**config.mk**
```make
export PLATFORM = sky130hd
export DESIGN_NAME = fft_result_serializer
export DESIGN_NICKNAME = d
export VERILOG_FILES = /design/src/rtl/fft_uart_pkg.sv /design/src/rtl/frame_byte_selector.sv /design/src/rtl/fft_result_serializer.sv
export SDC_FILE = /design/constraint.sdc
export NUM_CORES = 1
export LEC_CHECK = 0
export ABC_AREA = 0
export CAP_MARGIN = 10
export CORE_ASPECT_RATIO = 0.6
export CORE_MARGIN = 5
export CORE_UTILIZATION = 53
export CTS_BUF_LIST = sky130_fd_sc_hd__clkbuf_4
export CTS_CLUSTER_DIAMETER = 150
export DETAILED_ROUTE_END_ITERATION = 16
export PLACE_DENSITY = 0.83
export SYNTH_ARGS = -nofsm -noshare
export SYNTH_HDL_FRONTEND = slang
export SYNTH_SLANG_ARGS = --single-unit
```
**constraint.sdc**
```tcl
create_clock -name i_clk -period 16.3 [get_ports i_clk]
set_clock_uncertainty 0.2 [all_clocks]
set_input_delay 4.075 -clock i_clk [delete_from_list [all_inputs] [get_ports i_clk]]
set_output_delay 4.075 -clock i_clk [all_outputs]
set_load 0.01 [all_outputs]
```
**src/rtl/fft_uart_pkg.sv**
```systemverilog
// Shared FSM encoding and sizing helpers for the FFT result UART serializer.
package fft_uart_pkg;

    typedef enum logic [1:0] {
        IDLE  = 2'd0,
        START = 2'd1,
        WAIT  = 2'd2,
        DONE  = 2'd3
    } state_t;

    // Bytes per word; the top byte of a word is zero-padded when it does not fill a whole byte.
    function automatic int calc_bpw(input int word_size, input int data_length);
        return (word_size + data_length - 1) / data_length;
    endfunction

    function automatic int calc_total_bytes(input int header_en, input int n_words,
                                            input int bpw, input int checksum_en);
        return header_en + n_words * bpw + checksum_en;
    endfunction

endpackage

```
**src/rtl/frame_byte_selector.sv**
```systemverilog
// Picks the byte at a given frame position: header, zero-padded payload byte, or checksum.
module frame_byte_selector
    import fft_uart_pkg::*;
#(
    parameter int                     N_WORDS     = 32,
    parameter int                     WORD_SIZE   = 16,
    parameter int                     DATA_LENGTH = 8,
    parameter int                     HEADER_EN   = 1,
    parameter logic [DATA_LENGTH-1:0] HEADER_BYTE = DATA_LENGTH'(8'hA5),
    parameter int                     CHECKSUM_EN = 1,
    parameter int                     IDX_W       = 7
) (
    input  logic [N_WORDS*WORD_SIZE-1:0] frame,
    input  logic [IDX_W-1:0]             idx,
    input  logic [DATA_LENGTH-1:0]       checksum,
    output logic [DATA_LENGTH-1:0]       byte_out,
    output logic                         is_payload
);

    localparam int BPW     = calc_bpw(WORD_SIZE, DATA_LENGTH);
    localparam int SLOT    = BPW * DATA_LENGTH;
    localparam int PAYLOAD = N_WORDS * BPW;

    logic [N_WORDS*SLOT-1:0] padded;
    logic [IDX_W-1:0]        pidx;

    // Each word gets a whole number of byte slots; unused upper bits stay zero.
    always_comb begin
        padded = '0;
        for (int k = 0; k < N_WORDS; k++) begin
            padded[k*SLOT +: WORD_SIZE] = frame[k*WORD_SIZE +: WORD_SIZE];
        end
    end

    assign pidx = idx - IDX_W'(HEADER_EN);

    always_comb begin
        // NOTE: defaults first so every path assigns both outputs and no latch is inferred.
        byte_out   = '0;
        is_payload = 1'b0;
        if (HEADER_EN != 0 && idx == '0) begin
            byte_out = HEADER_BYTE;
        end else if (idx < IDX_W'(HEADER_EN + PAYLOAD)) begin
            is_payload = 1'b1;
            byte_out   = padded[pidx*DATA_LENGTH +: DATA_LENGTH];
        end else if (CHECKSUM_EN != 0) begin
            byte_out = checksum;
        end
    end

endmodule

```
**src/rtl/fft_result_serializer.sv**
```systemverilog
// Snapshots an FFT result frame and feeds it byte by byte to a UART transmitter,
// with optional header and payload checksum.
module fft_result_serializer
    import fft_uart_pkg::*;
#(
    parameter int                     N_WORDS     = 32,
    parameter int                     WORD_SIZE   = 16,
    parameter int                     DATA_LENGTH = 8,
    parameter int                     HEADER_EN   = 1,
    parameter logic [DATA_LENGTH-1:0] HEADER_BYTE = DATA_LENGTH'(8'hA5),
    parameter int                     CHECKSUM_EN = 1
) (
    input  logic                         i_clk,
    input  logic                         i_rst_n,
    input  logic                         i_frame_valid,
    input  logic [N_WORDS*WORD_SIZE-1:0] i_frame_data,
    input  logic                         i_abort,
    input  logic                         i_TX_done,
    output logic                         o_TX_start,
    output logic [DATA_LENGTH-1:0]       o_TX_byte,
    output logic                         o_busy,
    output logic                         o_frame_done,
    output logic                         o_overrun
);

    localparam int BPW   = calc_bpw(WORD_SIZE, DATA_LENGTH);
    localparam int TOTAL = calc_total_bytes(HEADER_EN, N_WORDS, BPW, CHECKSUM_EN);
    localparam int IDX_W = $clog2(TOTAL + 1);

    state_t                       state;
    logic [N_WORDS*WORD_SIZE-1:0] frame_q;
    logic [N_WORDS*WORD_SIZE-1:0] sel_frame;
    logic [IDX_W-1:0]             byte_idx;
    logic [IDX_W-1:0]             sel_idx;
    logic [DATA_LENGTH-1:0]       checksum_q;
    logic [DATA_LENGTH-1:0]       sel_byte;
    logic [DATA_LENGTH-1:0]       sum_next;
    logic                         sel_payload;
    logic                         is_last;

    // The byte register is loaded one step ahead: in IDLE the first byte comes
    // straight from the incoming frame, otherwise the next byte from the snapshot.
    assign sel_frame = (state == IDLE) ? i_frame_data : frame_q;
    assign sel_idx   = (state == IDLE) ? '0 : byte_idx + IDX_W'(1);
    assign sum_next  = ((state == IDLE) ? '0 : checksum_q) + (sel_payload ? sel_byte : '0);
    assign is_last   = (byte_idx == IDX_W'(TOTAL - 1));

    frame_byte_selector #(
        .N_WORDS     (N_WORDS),
        .WORD_SIZE   (WORD_SIZE),
        .DATA_LENGTH (DATA_LENGTH),
        .HEADER_EN   (HEADER_EN),
        .HEADER_BYTE (HEADER_BYTE),
        .CHECKSUM_EN (CHECKSUM_EN),
        .IDX_W       (IDX_W)
    ) u_selector (
        .frame      (sel_frame),
        .idx        (sel_idx),
        .checksum   (checksum_q),
        .byte_out   (sel_byte),
        .is_payload (sel_payload)
    );

    // NOTE: the snapshot has no reset; it is only ever read after a capture has reloaded it.
    always_ff @(posedge i_clk) begin
        if (state == IDLE && i_frame_valid) begin
            frame_q <= i_frame_data;
        end
    end

    always_ff @(posedge i_clk or negedge i_rst_n) begin
        if (!i_rst_n) begin
            state        <= IDLE;
            byte_idx     <= '0;
            checksum_q   <= '0;
            o_TX_start   <= 1'b0;
            o_TX_byte    <= '0;
            o_busy       <= 1'b0;
            o_frame_done <= 1'b0;
            o_overrun    <= 1'b0;
        end else begin
            o_TX_start   <= 1'b0;
            o_frame_done <= 1'b0;
            o_overrun    <= i_frame_valid && (state != IDLE);

            if (state != IDLE && i_abort) begin
                state  <= IDLE;
                o_busy <= 1'b0;
            end else begin
                case (state)
                    IDLE: begin
                        if (i_frame_valid) begin
                            state      <= START;
                            o_busy     <= 1'b1;
                            o_TX_start <= 1'b1;
                            byte_idx   <= '0;
                            o_TX_byte  <= sel_byte;
                            checksum_q <= sum_next;
                        end
                    end
                    START: state <= WAIT;
                    WAIT: begin
                        if (i_TX_done) begin
                            if (is_last) begin
                                state        <= DONE;
                                o_frame_done <= 1'b1;
                                o_busy       <= 1'b0;
                            end else begin
                                state      <= START;
                                o_TX_start <= 1'b1;
                                byte_idx   <= byte_idx + IDX_W'(1);
                                o_TX_byte  <= sel_byte;
                                checksum_q <= sum_next;
                            end
                        end
                    end
                    DONE:    state <= IDLE;
                    default: state <= IDLE;
                endcase
            end
        end
    end

endmodule

```
=== Yosys cells after proc, flatten, opt, wreduce, memory -nomap -nowiden ===
Index checks and enable logic that the tools add are counted.
W data, S select, Z words.

* $add $sub $neg: 3
* $mul: 0
* Div/mod/pow operators: 0
* $lt $le $gt $ge: 1
* Equality and inequality tests: 10
* Shift operators: 1
* Mux-type cells: 39
* Bitwise gates (word level): 1
* Reductions and logical operators: 11

{| class="wikitable"
|+ Operators with widths
! kind !! number
|-
| $mux W512 || 1
|-
| $shiftx A512 B11 Y8 || 1
|-
| $mux W8 || 10
|-
| $pmux W8 S2 || 2
|-
| $mux W7 || 4
|-
| $mux W1 || 14
|-
| $pmux W7 S2 || 1
|-
| $add A8 B8 Y8 || 1
|-
| $mux W2 || 4
|-
| $pmux W2 S4 || 1
|-
| $add A7 B1 Y7 const B || 1
|-
| $eq A7 B7 Y1 const B || 1
|-
| $logic_not A7 Y1 || 1
|-
| $lt A7 B7 Y1 const B || 1
|-
| $sub A7 B1 Y7 const B || 1
|-
| $ne A2 B2 Y1 const B || 3
|-
| $ne A3 B3 Y1 const B || 2
|-
| $reduce_and A5 Y1 || 1
|-
| $eq A2 B2 Y1 const B || 2
|-
| $pmux W1 S2 || 2
|-
| $reduce_and A4 Y1 || 1
|-
| $reduce_bool A2 Y1 || 2
|-
| $logic_and A1 B1 Y1 || 3
|-
| $ne A3 B2 Y1 const B || 1
|-
| other kinds (5) || 5
|}

* Register bits: 541
* Bits in latches: 0
* Bits in writable memories: 0
* ROM bits: 0
* Bits of input ports: 517
* Logic and storage cells: 75
* Memories kept: 0

=== Depth between registers and ports, before layout ===
Gate-level depths: netlist of run 1.

* Depth in word-level cells: 11
* Gate-level depth with buffers: 26
* Gate-level depth less buffers: 22

=== By module ===
Synthesis of run 1 repeated with hierarchy kept, for this count alone.

* Cells, all modules: 2743
* Area, all modules: 27919.3 µm²

{| class="wikitable"
|+ By module, submodules not included
! module !! instances !! cells each !! area an instance (µm²)
|-
| fft_result_serializer || 1 || 2360 || 23309.9
|-
| frame_byte_selector || 1 || 383 || 4609.4
|}

=== Worst setup path after synthesis of run 1 ===
OpenSTA, ideal clock, no wires.

* Path kind: input-to-reg
* Start point: in i_frame_valid
* End point: reg frame_q[0], enable pin
* Arrival time: 14.022 ns
* Required time: 15.244 ns
* Setup slack: 1.222 ns
* Cell stages on the path: 2
* Buffers on the path: 0
* Cells stage by stage: nand2_1 inv_1

* Word-level cells in the longest chain between the ends: 1

{| class="wikitable"
|+ RTL lines
! element !! line !! source
|-
| from (decl) || fft_result_serializer.sv:15 || <nowiki>input logic i_frame_valid,</nowiki>
|-
| $logic_and A1 B1 Y1 || fft_result_serializer.sv:66 || <nowiki>if (state == IDLE && i_frame_valid) begin</nowiki>
|-
| to (signal assigned) || fft_result_serializer.sv:67 || <nowiki>frame_q <= i_frame_data;</nowiki>
|-
| to (decl) || fft_result_serializer.sv:31 || <nowiki>logic [N_WORDS*WORD_SIZE-1:0] frame_q;</nowiki>
|}

Every way passes these cells.
A chain may end at the register's enable or synchronous reset.

=== Final worst setup path of run 1 ===
* Start point: in i_frame_data[440]
* End point: reg checksum_q[7]

* Word-level cells in the longest chain between the ends: 9
* Elaborated cells on any way between the ends: 10
* Classes of those cells: 1 x add/sub; 1 x shift; 8 x mux

{| class="wikitable"
|+ RTL lines
! element !! line !! source
|-
| from (decl) || fft_result_serializer.sv:16 || <nowiki>input logic [N_WORDS*WORD_SIZE-1:0] i_frame_data,</nowiki>
|-
| $mux W512 * || fft_result_serializer.sv:43 || <nowiki>assign sel_frame = (state == IDLE) ? i_frame_data : frame_q;</nowiki>
|-
| $shiftx A512 B11 Y8 * || frame_byte_selector.sv:45 || <nowiki>byte_out = padded[pidx*DATA_LENGTH +: DATA_LENGTH];</nowiki>
|-
| $mux W8 * || frame_byte_selector.sv:43 || <nowiki>end else if (idx < IDX_W'(HEADER_EN + PAYLOAD)) begin</nowiki>
|-
| $mux W8 * || frame_byte_selector.sv:41 || <nowiki>if (HEADER_EN != 0 && idx == '0) begin</nowiki>
|-
| $mux W8 * || fft_result_serializer.sv:45 || <nowiki>assign sum_next = ((state == IDLE) ? '0 : checksum_q) + (sel_payload ? sel_byte : '0);</nowiki>
|-
| $add A8 B8 Y8 * || fft_result_serializer.sv:45 ||
|-
| $mux W8 || fft_result_serializer.sv:104 || <nowiki>if (is_last) begin</nowiki>
|-
| $mux W8 || fft_result_serializer.sv:103 || <nowiki>if (i_TX_done) begin</nowiki>
|-
| $pmux W8 S2 * || fft_result_serializer.sv:90 || <nowiki>case (state)</nowiki>
|-
| to (signal assigned) || fft_result_serializer.sv:98 || <nowiki>checksum_q <= sum_next;</nowiki>
|-
| to (signal assigned) || fft_result_serializer.sv:113 || <nowiki>checksum_q <= sum_next;</nowiki>
|-
| to (decl) || fft_result_serializer.sv:35 || <nowiki>logic [DATA_LENGTH-1:0] checksum_q;</nowiki>
|}

Mark *: on every way between the ends. The rest lies on a longest branch, timed or not. The select of a mux whose other input is x is not followed.

==> key figures, run 1 <==
Finish
  • Layout Cells excl Fill: 3076
  • Area Overhead vs Synth: 29.5%
  • Fraction of layout cells with a size suffix above 1: 13.4%
  • Number of fill cells: 3117
  • Final Cell Area: 32400 sq um
  • Final Util: 69.7%
  • Nets: 2868

Job
  • Max-Cap Viols: 0

Floorplan
  • Die Area: 51800 sq um
  • Io pins: 529
  • Initial Util: 53.8%
  • Die X: 290 um
  • FP Rows: 61
  • Core Box Area: 46500 sq um
  • Die H: 178 um

GRT
  • GR Util All Layers: 27.9%
  • Total global routing overflow: 0
  • Largest net degree at the start of global routing: 193
  • Vias in the first global route: 18300
  • Global-route wire length before repair: 109000 um
  • Initial antenna violation count: 19

Placed design
  • Pre-CTS setup slack: 7930 ps
  • DP HPWL: 52800 um
  • Placed insts: 2838
  • Gpl congestion: 0.924
  • Port-buffer cells: 528
  • Placed cell area: 30700 sq um

Yosys
  • Post-synthesis sequential area ratio: 64.4%
  • Mapped Cells: 1778
  • Post-synthesis async set-or-reset flop share: 5.36%
  • Synth top area cells: edfxtp_1 (61%), mux2i_1 (11%), mux4_2 (5.5%), a21oi_1 (4.9%), nor2_1 (4.0%)
  • Top cells by count, synth: edfxtp_1 (512), mux2i_1 (278), nor2_1 (266)
  • Share of the synthesized area in the top cell type: 61.5%
  • Avg Inst Size Synth: 14.1 sq um
  • Yosys warnings: 0
  • Most instantiated library cell after synthesis: edfxtp_1
  • Net Count, Synth: 2306
  • Seq cells post-synth: 541
  • Dominant synthesized flop cell: edfxtp_1
  • Largest area contributor in the netlist: edfxtp_1
  • Mapped Area: 25000 sq um
  • EDFF count, synth: 512
  • Yosys cell types: 77

Timing
  • Final WS setup: 8670 ps
  • Max Slew Vio Count: 0
  • Period utilisation layout: 46.8%
  • Setup Viol. Count Final: 0
  • Final Hold Viols: 0
  • Max frequency: 131 MHz
  • Worst slew pin tran: 1190 ps
  • Worst hold slack: 290 ps
  • Setup TNS: 0 ps
  • Minimum clock period: 7630 ps
  • RSZ-0062 raised after global routing: false
  • Slew headroom: 20.3%

Routing
  • Wire length per cell: 24.2 um
  • Drt total wl: 74300 um
  • Post-DRT Antenna Nets: 0
  • Via Count: 18000
  • Drt first-iter violations: 1791
  • Pre-antenna DRT Iters: 6
  • Residual DRC: 0
  • Vias per cell: 5.86

Power
  • Pwr/cell area: 119 nW/um^2
  • P_leak: 11.0 nW
  • Worst VDD drop: 0.0000788 V
  • Tot Pwr: 3.87 mW

Clock network
  • Clock buffer depth: 3
  • Total CTS buffers: 130
  • Clock latency on the worst-skew pair: 850 ps
  • CTS Root Cell: clkbuf_4
  • Reg clk slew, reported paths: 70 ps
  • Post-CTS Setup Inserts: 0
  • Clk sink count: 541
  • PostCTS Resize Cnt: 0
  • Hold Buf Count CTS: 0
  • Htree depth: 4
  • CTS tree: built

Min path
  • Min-delay src: o_TX_byte[6]
  • Cells on Worst Hold Path: 2
  • Worst Hold End: o_TX_byte[6]
  • HP Class: register to register

Worst setup path
  • WS Path Type: primary input to register
  • Worst EP required: 16830 ps
  • FF-to-FF path depth: 18
  • Endpoint type of the worst setup path: register
  • RR Endpoint: checksum_q[7]
  • R2r setup slk: 8700 ps
  • FF-to-FF Start: state[1]
  • CP max FO: 4
  • CP arrival: 8160 ps
  • Worst setup SP type: primary input

Run status
  • Status: complete, no violations
## metal layers
layer	track usage, %	part of all wire (%)	up-vias
li1	-	-	8007
met1	36.9	39	8731
met2	44.4	47	1062
met3	8.69	11	206
met4	10.1	3.3	12
met5	0	0.11	-
## layout make-up
| cell class | instances | area [sq um] | share of cell area [%] |
|---|---|---|---|
| Antenna cell | 16 | 40.0 | 0.124 |
| Clock buffer | 188 | 1410 | 4.36 |
| Clock inverter | 34 | 209 | 0.645 |
| Inverter | 11 | 48.8 | 0.151 |
| Multi-Input combinational cell | 1108 | 8330 | 25.7 |
| Sequential cell | 541 | 16100 | 49.7 |
| Tap cell | 630 | 788 | 2.43 |
| Timing Repair Buffer | 548 | 5450 | 16.8 |
## worst max-delay path by stage
stage	startpoint	to	depth (start not counted)	slack (ps)
4_1_cts	i_frame_valid	frame_q[66]	5	8820
3_3_place_gp	i_frame_data[121]	checksum_q[7]	17	8040
3_5_place_dp	i_frame_valid	frame_q[138]	5	7930
6_report	i_frame_data[440]	checksum_q[7]	15	8670
5_1_grt	state[1]	checksum_q[7]	20	8360
2_1_floorplan	i_frame_valid	frame_q[0]	2	1220
## layout by cell type (no fill, tap or decap), types with 5 or more instances in the layout
cell type and count:
clkdlybuf4s50_1 528, edfxtp_1 512, mux2i_1 278, nor2_1 266, a21oi_1 244, clkbuf_4 188, mux4_2 61, nand2_1 39
dfrtp_1 28, o21ai_0 24, clkinv_1 21, buf_4 19, mux2_2 17, diode_2 16, nand3_1 16, and2_1 15
nor3_1 10, nand2b_1 9, ha_1 9, inv_1 8, o311ai_1 8, xnor2_1 7, o21a_1 6, o21ai_1 5
o211ai_1 5, a22oi_1 5, o22ai_1 5, clkinv_4 5, clkinvlp_4 5
## sequential cells by signal (all words and copies together), names as in the netlist
name and count:
frame_q 512, checksum_q 8, o_TX_byte 8, byte_idx 7, state 2, o_TX_start 1
o_busy 1, o_frame_done 1, o_overrun 1
## cell families (layout without fill, tap and decap cells)
group                    count (synthesis)  count (layout)  share of synthesized area, %
other                                    0              16                             0
AO/OA/AOI/OAI                          346             346                          8.02
flip-flops                             541             541                          64.4
multiplexers                           358             358                          17.5
XOR/XNOR                                15              15                         0.735
AND/OR/NAND/NOR                        378             378                          6.37
adder cells (fa/ha/maj)                 11              11                         0.580
buffers and inverters                  129             781                          2.38
## critical path, stage by stage
cell and delay [ps]:
clkdlybuf4s50_1 490, a21oi_1 130, mux4_2 480, nor2_1 440, o311ai_1 150, a21oi_1 320, ha_1 260, a21o_1 140
a21oi_1 90, o21bai_1 170, a21oi_1 150, o21ai_0 510, nand3_1 220, a2111o_1 430, o2111ai_1 100
## where the power goes
part | switching (mW) | total (mW) | leakage (nW) | internal [mW]
registers | 0.0519 | 1.73 | 5.21 | 1.68
clock network | 0.567 | 1.12 | 0.948 | 0.550
logic | 0.571 | 1.02 | 4.81 | 0.448
(Power assumes the default switching activity.)
==> run 2: changes to the inputs <==
Clock period 16.3 ns to 7.3 ns, I/O delays scaled along.
==> run 2 against run 1 <==
  * Final area rose by 0.32%
  * Register-to-register slack lost 7800 ps
  * Critical endpoint unchanged
  * Cell count about the same
  * Die area did not move
  * Combinational power up 120%
  * Via count decreased by 1.7%
  * Count of clock-buffer cells in the layout down 6
  * Worst setup slack lost 7800 ps
  * Power increased by 120%
  * Largest power group unchanged
  * Largest cell class unchanged
  * Wire length shrank 0.79%
  * Sequential cell count unchanged
  * Clock power is 120% higher
==> key figures, run 2 (synthesis results as in run 1) <==
Clock network
  • CTS Root Cell: clkbuf_4
  • Post-CTS Setup Inserts: 0 (unchanged)
  • Clk sink count: 541 (unchanged)
  • Hold Buf Count CTS: 0 (unchanged)
  • Reg clk slew, reported paths: 60 ps (about the same)
  • Clock buffer depth: 3 (unchanged)
  • Htree depth: 4 (unchanged)
  • Clock latency on the worst-skew pair: 820 ps (-30 ps)
  • Total CTS buffers: 134 (+3.1%)
  • CTS tree: built
  • PostCTS Resize Cnt: 0 (unchanged)

Timing
  • Final WS setup: 867 ps (-7800 ps)
  • Slew headroom: 20.1% (-0.20 points)
  • Max Slew Vio Count: 0 (unchanged)
  • Final Hold Viols: 0 (unchanged)
  • RSZ-0062 raised after global routing: false
  • Period utilisation layout: 88.1%
  • Max frequency: 155 MHz
  • Setup Viol. Count Final: 0 (unchanged)
  • Minimum clock period: 6430 ps
  • Worst slew pin tran: 1200 ps (+11.6 ps)
  • Setup TNS: 0 ps (unchanged)
  • Worst hold slack: 292 ps (+2.71 ps)

Finish
  • Final Cell Area: 32500 sq um (+0.32%)
  • Final Util: 69.9% (+0.22 points)
  • Multi-input gate area: 8350 sq um (+0.20%)
  • Nets: 2878 (+0.35%)
  • Most common cell after layout, fill and taps aside: clkdlybuf4s50_1
  • Layout Cells excl Fill: 3079 (+0.098%)
  • Number of fill cells: 3129 (+0.38%)
  • Number of flip-flops in the largest register: 512 (unchanged)
  • Reg with most FFs: frame_q
  • Area Overhead vs Synth: 29.9%
  • Register area: 16100 sq um (unchanged)
  • Most frequent cells in the layout: clkdlybuf4s50_1 (528), edfxtp_1 (512), mux2i_1 (278)
  • Largest registers: frame_q (512), checksum_q (8), o_TX_byte (8)
  • Fraction of layout cells with a size suffix above 1: 13.5% (+0.066 points)

GRT
  • GR Util All Layers: 27.6% (-0.31 points)
  • Total global routing overflow: 0 (unchanged)
  • Global-route wire length before repair: 108000 um (-1.4%)
  • Initial antenna violation count: 20 (+1)
  • Largest net degree at the start of global routing: 175 (-9.3%)
  • Vias in the first global route: 18100 (-0.96%)

Power
  • P_leak: 11.0 nW (+0.38%)
  • Pwr/cell area: 265 nW/um^2 (+120%)
  • Tot Pwr: 8.61 mW (+120%)
  • Worst VDD drop: 0.000172 V (+120%)

Placed design
  • Gpl congestion: 0.898 (-2.8%)
  • Placed insts: 2844 (+0.21%)
  • DP HPWL: 52500 um (-0.60%)
  • Placed cell area: 30900 sq um (+0.43%)
  • Pre-CTS setup slack: 965 ps (-6960 ps)
  • Port-buffer cells: 528 (unchanged)

Floorplan
  • Core Box Area: 46500 sq um (unchanged)
  • Die H: 178 um (unchanged)
  • FP Rows: 61 (unchanged)
  • Die Area: 51800 sq um (unchanged)
  • Io pins: 529 (unchanged)
  • Die X: 290 um (unchanged)
  • Initial Util: 53.8% (unchanged)

Routing
  • Wire length per cell: 24.0 um (-0.88%)
  • Drt first-iter violations: 1888 (+5.4%)
  • Residual DRC: 0 (unchanged)
  • Drt total wl: 73700 um (-0.79%)
  • Post-DRT Antenna Nets: 0 (unchanged)
  • Vias per cell: 5.75 (-1.8%)
  • Pre-antenna DRT Iters: 6 (unchanged)
  • Via Count: 17700 (-1.7%)

Worst setup path
  • RR Endpoint: checksum_q[7]
  • WS Path Type: register to register
  • R2r setup slk: 870 ps (-7830 ps)
  • CP arrival: 6910 ps (-1250 ps)
  • Worst EP required: 7770 ps (-9060 ps)
  • FF-to-FF Start: state[1]
  • Worst setup SP type: register
  • CP max FO: 44 (+40)
  • Endpoint type of the worst setup path: register
  • FF-to-FF path depth: 21 (+3)

Min path
  • HP Class: register to register
  • Cells on Worst Hold Path: 1 (-1)
  • Worst Hold End: o_TX_byte[7]
  • Min-delay src: o_TX_byte[7]

Run status
  • Status: complete, no violations

Job
  • Max-Cap Viols: 0 (unchanged)
==> run 2: how the worst max path moves through the flow <==
stage,startpoint,to
2_1_floorplan,i_frame_valid,frame_q[0]
3_3_place_gp,state[1],checksum_q[7]
3_5_place_dp,state[1],checksum_q[7]
4_1_cts,state[1],checksum_q[7]
5_1_grt,state[0],checksum_q[7]
6_report,state[1],checksum_q[7]
==> run 2: where the power goes <==
part / internal, mW / leakage (nW) / switching [mW] / total [mW]
logic: 1.02 / 4.86 / 1.27 / 2.29
registers: 3.75 / 5.21 / 0.101 / 3.85
clock network: 1.20 / 0.938 / 1.26 / 2.47
total: 5.98 / 11.0 / 2.63 / 8.61
==> run 2: area by class of cell <==
type                       count  area share [%]
antenna                       16           0.123
clock buffer                 182            4.21
clock inverter                37           0.693
inverter                      11           0.139
multi-input combinational   1108            25.7
sequential                   541            49.6
tap                          630            2.43
timing repair buffer         554            17.1
==> run 2: per-layer routing <==
metal  up-vias  track usage, %  share of wire (%)
met1      8648            36.3                 40
li1       8029               -                  -
met5         -               0              0.094
met4        10            10.3                3.0
met3       139            8.96                 10
met2       887            43.7                 47
==> run 2: critical path, cell delays in order, from the launching register on <==
cell and delay (ps):
dfrtp_1 520, or2_2 470, nand2b_1 160, ha_4 250, clkinv_1 400, xnor2_4 320
buf_12 400, mux4_2 630, mux2i_1 240, mux2i_1 180, mux2i_1 290, and2_1 220
ha_1 240, a21o_1 160, a21oi_1 220, o21bai_1 110, a21oi_1 290, o21ai_0 240
nor4_1 340, a21oi_1 80, o311ai_1 100, o2111ai_1 150
==> run 3: changes to the inputs <==
Settings changed: SETUP_SLACK_MARGIN set to 0.3.
==> results of run 3 <==
The final DEF is identical to that of run 2; final timing and power are the same.
